===== config.mk =====
export PLATFORM = sky130hd
export DESIGN_NAME = phone_dialer
export DESIGN_NICKNAME = d
export VERILOG_FILES = /design/src/rtl/dialer_pkg.sv /design/src/rtl/tone_gen.sv /design/src/rtl/phone_dialer.sv
export SDC_FILE = /design/constraint.sdc
export NUM_CORES = 1
export LEC_CHECK = 0
export CAP_MARGIN = 20
export CORE_ASPECT_RATIO = 0.7
export CORE_MARGIN = 3
export CORE_UTILIZATION = 62
export DETAILED_ROUTE_END_ITERATION = 6
export PLACE_DENSITY_LB_ADDON = 0.15
export SLEW_MARGIN = 20
export SYNTH_ARGS = -nofsm -noshare
export SYNTH_HDL_FRONTEND = slang
export SYNTH_HIERARCHICAL = 1
export SYNTH_SLANG_ARGS = --single-unit

===== constraint.sdc =====
create_clock -name clk -period 14.4 [get_ports clk]
set_input_delay 4.32 -clock clk [delete_from_list [all_inputs] [get_ports clk]]
set_output_delay 4.32 -clock clk [all_outputs]
set_load 0.01 [all_outputs]

===== src/rtl/dialer_pkg.sv =====
// Shared types and constants for the DTMF-style phone dialer: FSM states,
// number geometry and default timing.
package dialer_pkg;

  localparam int NDIG    = 11;
  localparam int DIGIT_W = 4;
  localparam int SR_W    = NDIG * DIGIT_W;

  localparam int TONE_CYC_DEF = 5_000_000;
  localparam int GAP_CYC_DEF  = 2_500_000;
  localparam int BASE_HP_DEF  = 25_000;
  localparam int STEP_HP_DEF  = 2_000;

  typedef enum logic [1:0] {
    ST_IDLE = 2'd0,
    ST_TONE = 2'd1,
    ST_GAP  = 2'd2,
    ST_FIN  = 2'd3
  } state_t;

  function automatic logic is_bcd(input logic [DIGIT_W-1:0] d);
    return d <= 4'd9;
  endfunction

endpackage


===== src/rtl/tone_gen.sv =====
// Square-wave generator: toggles every half_period cycles while en is high,
// cleared to 0 with the counter restarted whenever en is low.
module tone_gen #(
  parameter int HP_W = 16
) (
  input  logic            clk,
  input  logic            rst,
  input  logic            en,
  input  logic [HP_W-1:0] half_period,
  output logic            tone
);

  logic [HP_W-1:0] cnt;

  always_ff @(posedge clk or posedge rst) begin
    if (rst) begin
      cnt  <= '0;
      tone <= 1'b0;
    end else if (!en) begin
      cnt  <= '0;
      tone <= 1'b0;
    end else if (cnt == half_period - HP_W'(1)) begin
      cnt  <= '0;
      tone <= ~tone;
    end else begin
      cnt <= cnt + HP_W'(1);
    end
  end

endmodule


===== src/rtl/phone_dialer.sv =====
// Dials an 11-digit BCD number: per digit a tone window then a silent gap,
// with abort, non-BCD error detection and a done pulse. All outputs are flops.
module phone_dialer
  import dialer_pkg::*;
#(
  parameter int TONE_CYC = TONE_CYC_DEF,
  parameter int GAP_CYC  = GAP_CYC_DEF,
  parameter int BASE_HP  = BASE_HP_DEF,
  parameter int STEP_HP  = STEP_HP_DEF
) (
  input  logic        clk,
  input  logic        reset,
  input  logic        start,
  input  logic        abort,
  input  logic [43:0] phone_number,
  output logic [3:0]  digit,
  output logic [3:0]  digit_idx,
  output logic        tone_on,
  output logic        tone_out,
  output logic        busy,
  output logic        done,
  output logic        err
);

  localparam int MAX_CYC = (TONE_CYC > GAP_CYC) ? TONE_CYC : GAP_CYC;
  localparam int CNT_W   = (MAX_CYC < 2) ? 1 : $clog2(MAX_CYC);
  localparam int HP_W    = (BASE_HP < 2) ? 1 : $clog2(BASE_HP + 1);

  state_t            state, state_n;
  logic [CNT_W-1:0]  dur, dur_n;
  logic [SR_W-1:0]   sh, sh_n;
  logic [3:0]        digit_n, idx_n;
  logic              tone_on_n, busy_n, done_n, err_n;
  logic [HP_W-1:0]   half_period;

  // Handshake: start is a one-cycle request, accepted only in IDLE with abort low;
  // abort is a level that wins over everything else at the next edge.
  always_comb begin
    state_n = state;
    dur_n   = dur;
    sh_n    = sh;
    digit_n = digit;
    idx_n   = digit_idx;
    done_n  = 1'b0;
    err_n   = 1'b0;
    case (state)
      ST_IDLE: begin
        if (start && !abort) begin
          sh_n    = phone_number;
          idx_n   = 4'd0;
          digit_n = phone_number[SR_W-1 -: DIGIT_W];
          dur_n   = '0;
          if (is_bcd(phone_number[SR_W-1 -: DIGIT_W])) state_n = ST_TONE;
          else err_n = 1'b1;
        end
      end
      ST_TONE: begin
        if (dur == CNT_W'(TONE_CYC - 1)) begin
          dur_n   = '0;
          state_n = ST_GAP;
        end else begin
          dur_n = dur + CNT_W'(1);
        end
      end
      ST_GAP: begin
        if (dur == CNT_W'(GAP_CYC - 1)) begin
          dur_n = '0;
          if (digit_idx == 4'(NDIG - 1)) begin
            state_n = ST_FIN;
          end else begin
            // The next digit is checked here so a bad digit never gets a tone window.
            sh_n    = {sh[SR_W-DIGIT_W-1:0], {DIGIT_W{1'b0}}};
            idx_n   = digit_idx + 4'd1;
            digit_n = sh[SR_W-DIGIT_W-1 -: DIGIT_W];
            if (is_bcd(sh[SR_W-DIGIT_W-1 -: DIGIT_W])) begin
              state_n = ST_TONE;
            end else begin
              state_n = ST_IDLE;
              err_n   = 1'b1;
            end
          end
        end else begin
          dur_n = dur + CNT_W'(1);
        end
      end
      ST_FIN: begin
        done_n  = 1'b1;
        state_n = ST_IDLE;
      end
      default: state_n = ST_IDLE;
    endcase

    if (abort && state != ST_IDLE) begin
      state_n = ST_IDLE;
      dur_n   = '0;
      sh_n    = sh;
      digit_n = digit;
      idx_n   = digit_idx;
      done_n  = 1'b0;
      err_n   = 1'b0;
    end

    tone_on_n = (state_n == ST_TONE);
    busy_n    = (state_n != ST_IDLE);
  end

  always_ff @(posedge clk or posedge reset) begin
    if (reset) begin
      state     <= ST_IDLE;
      dur       <= '0;
      sh        <= '0;
      digit     <= 4'd0;
      digit_idx <= 4'd0;
      tone_on   <= 1'b0;
      busy      <= 1'b0;
      done      <= 1'b0;
      err       <= 1'b0;
    end else begin
      state     <= state_n;
      dur       <= dur_n;
      sh        <= sh_n;
      digit     <= digit_n;
      digit_idx <= idx_n;
      tone_on   <= tone_on_n;
      busy      <= busy_n;
      done      <= done_n;
      err       <= err_n;
    end
  end

  assign half_period = HP_W'(BASE_HP - STEP_HP * int'(digit));

  // Enabled only while a tone window continues, so the wave restarts at 0 on
  // entry and is already cleared in the first cycle after the window.
  tone_gen #(.HP_W(HP_W)) u_tone_gen (
    .clk         (clk),
    .rst         (reset),
    .en          (tone_on & tone_on_n),
    .half_period (half_period),
    .tone        (tone_out)
  );

endmodule

## Word level (Yosys, flattened, before mapping)

Cells that the tools add are included.

| storage, ports and cells | value |
|---|---|
| flip-flop bits (word level) | 93 |
| input bits | 48 |
| output and inout bits | 13 |
| logic and storage cells | 83 |

| operators by class | value |
|---|---|
| $add $sub $neg | 5 |
| multipliers | 1 |
| magnitude comparators | 2 |
| equality and inequality tests | 13 |
| mux-type cells | 38 |
| bitwise operators | 3 |
| reductions and logical operators | 10 |

Operators by type and width:

| cell | count |
|---|---|
| two-way mux 40 bit | 3 |
| two-way mux 23 bit | 4 |
| case mux 40 bit (2 select lines) | 1 |
| case mux 23 bit (3 select lines) | 1 |
| two-way mux 15 bit | 2 |
| two-way mux 4 bit | 6 |
| adder 23 x 1 -> 23 bit (second input constant) | 1 |
| equality test 23 x 22 -> 1 bit (second input constant) | 1 |
| equality test 23 bit (second input constant) | 1 |
| case mux 4 bit (2 select lines) | 2 |
| adder 15 x 1 -> 15 bit (second input constant) | 1 |
| equality test 15 bit | 1 |
| subtractor 15 x 1 -> 15 bit (second input constant) | 1 |
| subtractor 15 bit (first input constant) | 1 |
| two-way mux 2 bit | 6 |
| multiplier 7 x 4 -> 11 bit (first input constant) | 1 |
| two-way mux 1 bit | 11 |
| less-or-equal comparator 4 bit (second input constant) | 2 |
| inequality test 2 bit (second input constant) | 4 |
| case mux 2 bit (4 select lines) | 1 |
| nonzero test 2 bit | 3 |
| AND reduction 5 bit | 1 |
| adder 4 x 1 -> 4 bit (second input constant) | 1 |
| equality test 2 x 1 -> 1 bit (second input constant) | 2 |
| other kinds (11) | 14 |

## Logic depth before layout (Yosys ltp)

| logic depth | value |
|---|---|
| depth in word-level cells | 9 |
| mapped depth | 19 |
| depth with buffers taken out | 18 |

## Modules after synthesis

The synthesis kept the hierarchy.

By module, submodules not included:

| module | times used | cells an instance | area an instance (um2) | sequential area each (um2) |
|---|---|---|---|---|
| phone_dialer | 1 | 468 | 4496.8 | 1926.8 |
| tone_gen | 1 | 148 | 1287.5 | 400.4 |

## Least setup slack after synthesis

Ideal clock, no wire load.

| path | value |
|---|---|
| path kind | input port to flip-flop |
| from | in abort |
| to | reg dur[21] |
| setup time | 126 ps |
| arrival | 5587 ps |
| required time | 14274 ps |
| setup slack | 8687 ps |
| cell stages on the path | 7 |
| buffers on the path | 0 |
| cell sequence | mux2i_1 a21oi_1 a31oi_1 nor4_1 and3_1 xnor2_1 nor2_1 |

| between the ends | value |
|---|---|
| word-level cells in the longest chain between the ends | 4 |

RTL lines:

| element | RTL line | RTL |
|---|---|---|
| start: declaration | phone_dialer.sv:14 | `input logic abort,` |
| zero test 1 bit | phone_dialer.sv:48 | `if (start && !abort) begin` |
| logical AND 1 bit | phone_dialer.sv:48 |  |
| inequality test 3 bit (no line) | -- |  |
| AND reduction 2 bit (no line) | -- |  |
| end signal: assignment | phone_dialer.sv:120 | `dur <= dur_n;` |
| end: declaration | phone_dialer.sv:30 | `logic [CNT_W-1:0] dur, dur_n;` |

Parallel ways exist; a longest one is shown, timed or not.
A chain may end at the register's enable or synchronous reset.

## Worst setup path after layout

Same ends and word-level chain as after synthesis.

==> out/results.tsv <==
metric	value	unit
synth_edf_count	0	
drt-vias-per-instance	5.84	
antenna_found_initial	0	
sw_frac_of_total	47.1	%
grt_pass1_vias	4610	
crit_fanout	15	
avgSynthCellArea	9.39	um^2
drcViolationCount	0	
finalClockSkew	5.45	ps
worstPathArrival	6670	ps
numCtsBuffers	9	
rows	28	
grt_max_degree	92	
ys.flop_type	dfrtp_1	
layout-drive-gt1-share	5.11	%
cts_sinks	93	
track_usage	26.1	%
coreArea	0.00876	mm^2
grt_overflow_total	0	
nets	759	
fin_cells	805	
totalWireLength	12900	um
post-route-period-util	45.0	%
worstMarginPinSlew	953	ps
p_clk_share	13.3	%
p_switching	0.000831	W
min_path_type	flip-flop to flip-flop	
nFillCells	596	
async_flop_share	100	%
power.internal	0.000933	W
holdWs	483	ps
p_leak	2.85	nW
grt_pass1_wl	22000	um
hold_violations	0	
dieArea	0.0105	mm^2
hp-start	sh[32]$_DFFE_PP0P_	
netlist_area	0.00578	mm^2
cts_root_buffer	clkbuf_16	
ant_nets	0	
critPathKind	primary input to flip-flop	
cts_setup_buffers	0	
max-slew-margin-rel	36.5	%
fmax	154	MHz
vias	4699	
power	0.00176	W
required	14600	ps
syn_inst	616	
num_io_pins	61	
start_kind	primary input	
min_period	6470	ps
crit_start	abort	
setup_viol	0	
first_pass_iters	5	
powerDensity	259	mW/mm^2
synth-seq-cells	93	
worst_skew_pair.late_latency	330	ps
slew_viol_final	0	
yosysWarnings	6	
cts_tree	built	
start_util	66.0	%
die_w	121	um
status	completed	
drv_cap	0	
ys_types	62	
comb_power_share	64.6	%
clkTransAtPathRegs	70	ps
pwr-share-seq	22.1	%
place.gp.congestion	0.867	
cts-resized-gates	0	
ir_worst_vdd	0.000233	V
ys_seq_area_share	40.2	%
syn2layout_area_growth	17.6	%
dp.cells	789	
detail_route.wl_per_cell	16.1	um
diodes	0	
place_hpwl	9210	um
rsz0062_at_grt	false	
dr.first_iter.drc_count	327	
port_buffers	60	
cts-hold-fix-buffers	0	
cts_buffer_depth	2	
die_h	86.8	um
end_kind	flip-flop	
rr_startpoint	digit[1]$_DFFE_PP0P_	
fin_setup_tns	0	ps
htree_levels	3	
## path summary, 6_finish.rpt
check                      depth (start not counted)                           to  slack, ps
max in group asynchronous                          3               busy$_DFF_PP0_       9150
min                                                2           sh[32]$_DFFE_PP0P_        480
min reg2reg                                        2           sh[32]$_DFFE_PP0P_        480
max reg2reg                                       18  u_tone_gen/cnt[8]$_DFF_PP0_       8570
max                                                9          dur[21]$_DFFE_PP0P_       7930
min in group asynchronous                          2  u_tone_gen/cnt[6]$_DFF_PP0_       4410
## cells by family after synthesis
logic type               synth area share, %
AO/OA/AOI/OAI                           11.9
multiplexers                            7.44
adder cells (fa/ha/maj)                 7.61
XOR/XNOR                                9.02
other                                  0.130
buffers and inverters                   3.89
AND/OR/NAND/NOR                         19.7
flip-flops                              40.2
## placed cells by master (no fill, tap or decap), types with 9 or more instances in the layout
cell type / count
nand3_1: 23
xor2_1: 31
nor2_1: 47
xnor2_1: 26
clkbuf_16: 9
mux2i_1: 43
and3_1: 10
nor3_1: 11
o21ai_0: 62
a21oi_1: 13
inv_1: 27
conb_1: 18
clkdlybuf4s50_1: 60
ha_1: 23
dfrtp_1: 93
nand2_1: 62
## power groups by stage
stage | logic, W | registers, W | clock network, W
6_report | 0.00114 | 0.000389 | 0.000235
5_1_grt | 0.00129 | 0.000398 | 0.000251
4_1_cts | 0.00113 | 0.000388 | 0.000238
3_5_place_dp | 0.00112 | 0.000392 | 0
3_3_place_gp | 0.00107 | 0.000386 | 0
2_1_floorplan | 0.000928 | 0.000373 | 0
## cell usage after synthesis (all sizes together), types with 3 or more instances
master | count | area (um^2)
fa | 7 | 140
a22o | 4 | 35.0
a211oi | 3 | 22.5
nor4 | 7 | 58.8
nand3 | 23 | 115
dfrtp | 93 | 2330
or4 | 7 | 52.6
xnor2 | 26 | 228
buf | 8 | 48.8
or3 | 6 | 37.5
o21ai | 63 | 315
or3b | 4 | 35.0
xor2 | 31 | 272
nor3 | 12 | 65.1
mux2i | 43 | 430
nand2b | 5 | 31.3
nor2b | 6 | 37.5
inv | 28 | 105
ha | 24 | 300
and3 | 10 | 62.6
a31oi | 6 | 37.5
nand2 | 62 | 233
or2 | 4 | 25.0
nor2 | 49 | 189
a21oi | 13 | 65.1
nand4 | 7 | 43.8
clkbuf | 19 | 71.3
nor3b | 4 | 30.0
nand4b | 4 | 35.0
o31ai | 5 | 51.3
## cell type report
type,instances,area [um^2],area share [%]
Clock buffer,11,233,3.42
Timing Repair Buffer,64,631,9.27
Tap cell,120,150,2.21
Clock inverter,5,58.8,0.865
Inverter,28,105,1.55
Multi-Input combinational cell,484,3300,48.5
Sequential cell,93,2330,34.2
## worst max-delay path, stage by stage
cell             delay [ps]
clkdlybuf4s50_1         600
mux2i_1                 120
a21oi_1                 150
a31oi_1                  50
buf_4                   200
nor4_1                  790
and3_1                  270
xnor2_1                 110
nor2_1                   50
## flip-flops by register name (all words and copies together), names as in the netlist
signal,cells
u_tone_gen/cnt,15
digit,4
sh,40
busy,1
tone_on,1
state,2
u_tone_gen/tone,1
digit_idx,4
done,1
dur,23
err,1
## routing by layer
metal  track usage [%]  wire length (um)  part of all wire (%)
met1              34.7              5630                    44
met5                 0                 0                     0
met4              6.41               219                   1.7
met2              44.0              6330                    49
met3              5.74               748                   5.8
## metrics by stage
step	area (um^2)	utilization, %	setup WS [ps]
final	6800	77.6	7930
after global routing	6800	77.6	7760
after CTS	6800	77.6	7950
after detailed placement	6510	74.3	7610
after global placement	6510	74.3	7720
after floorplan	5840	-	8110
Power figures use the tool's default switching activity.
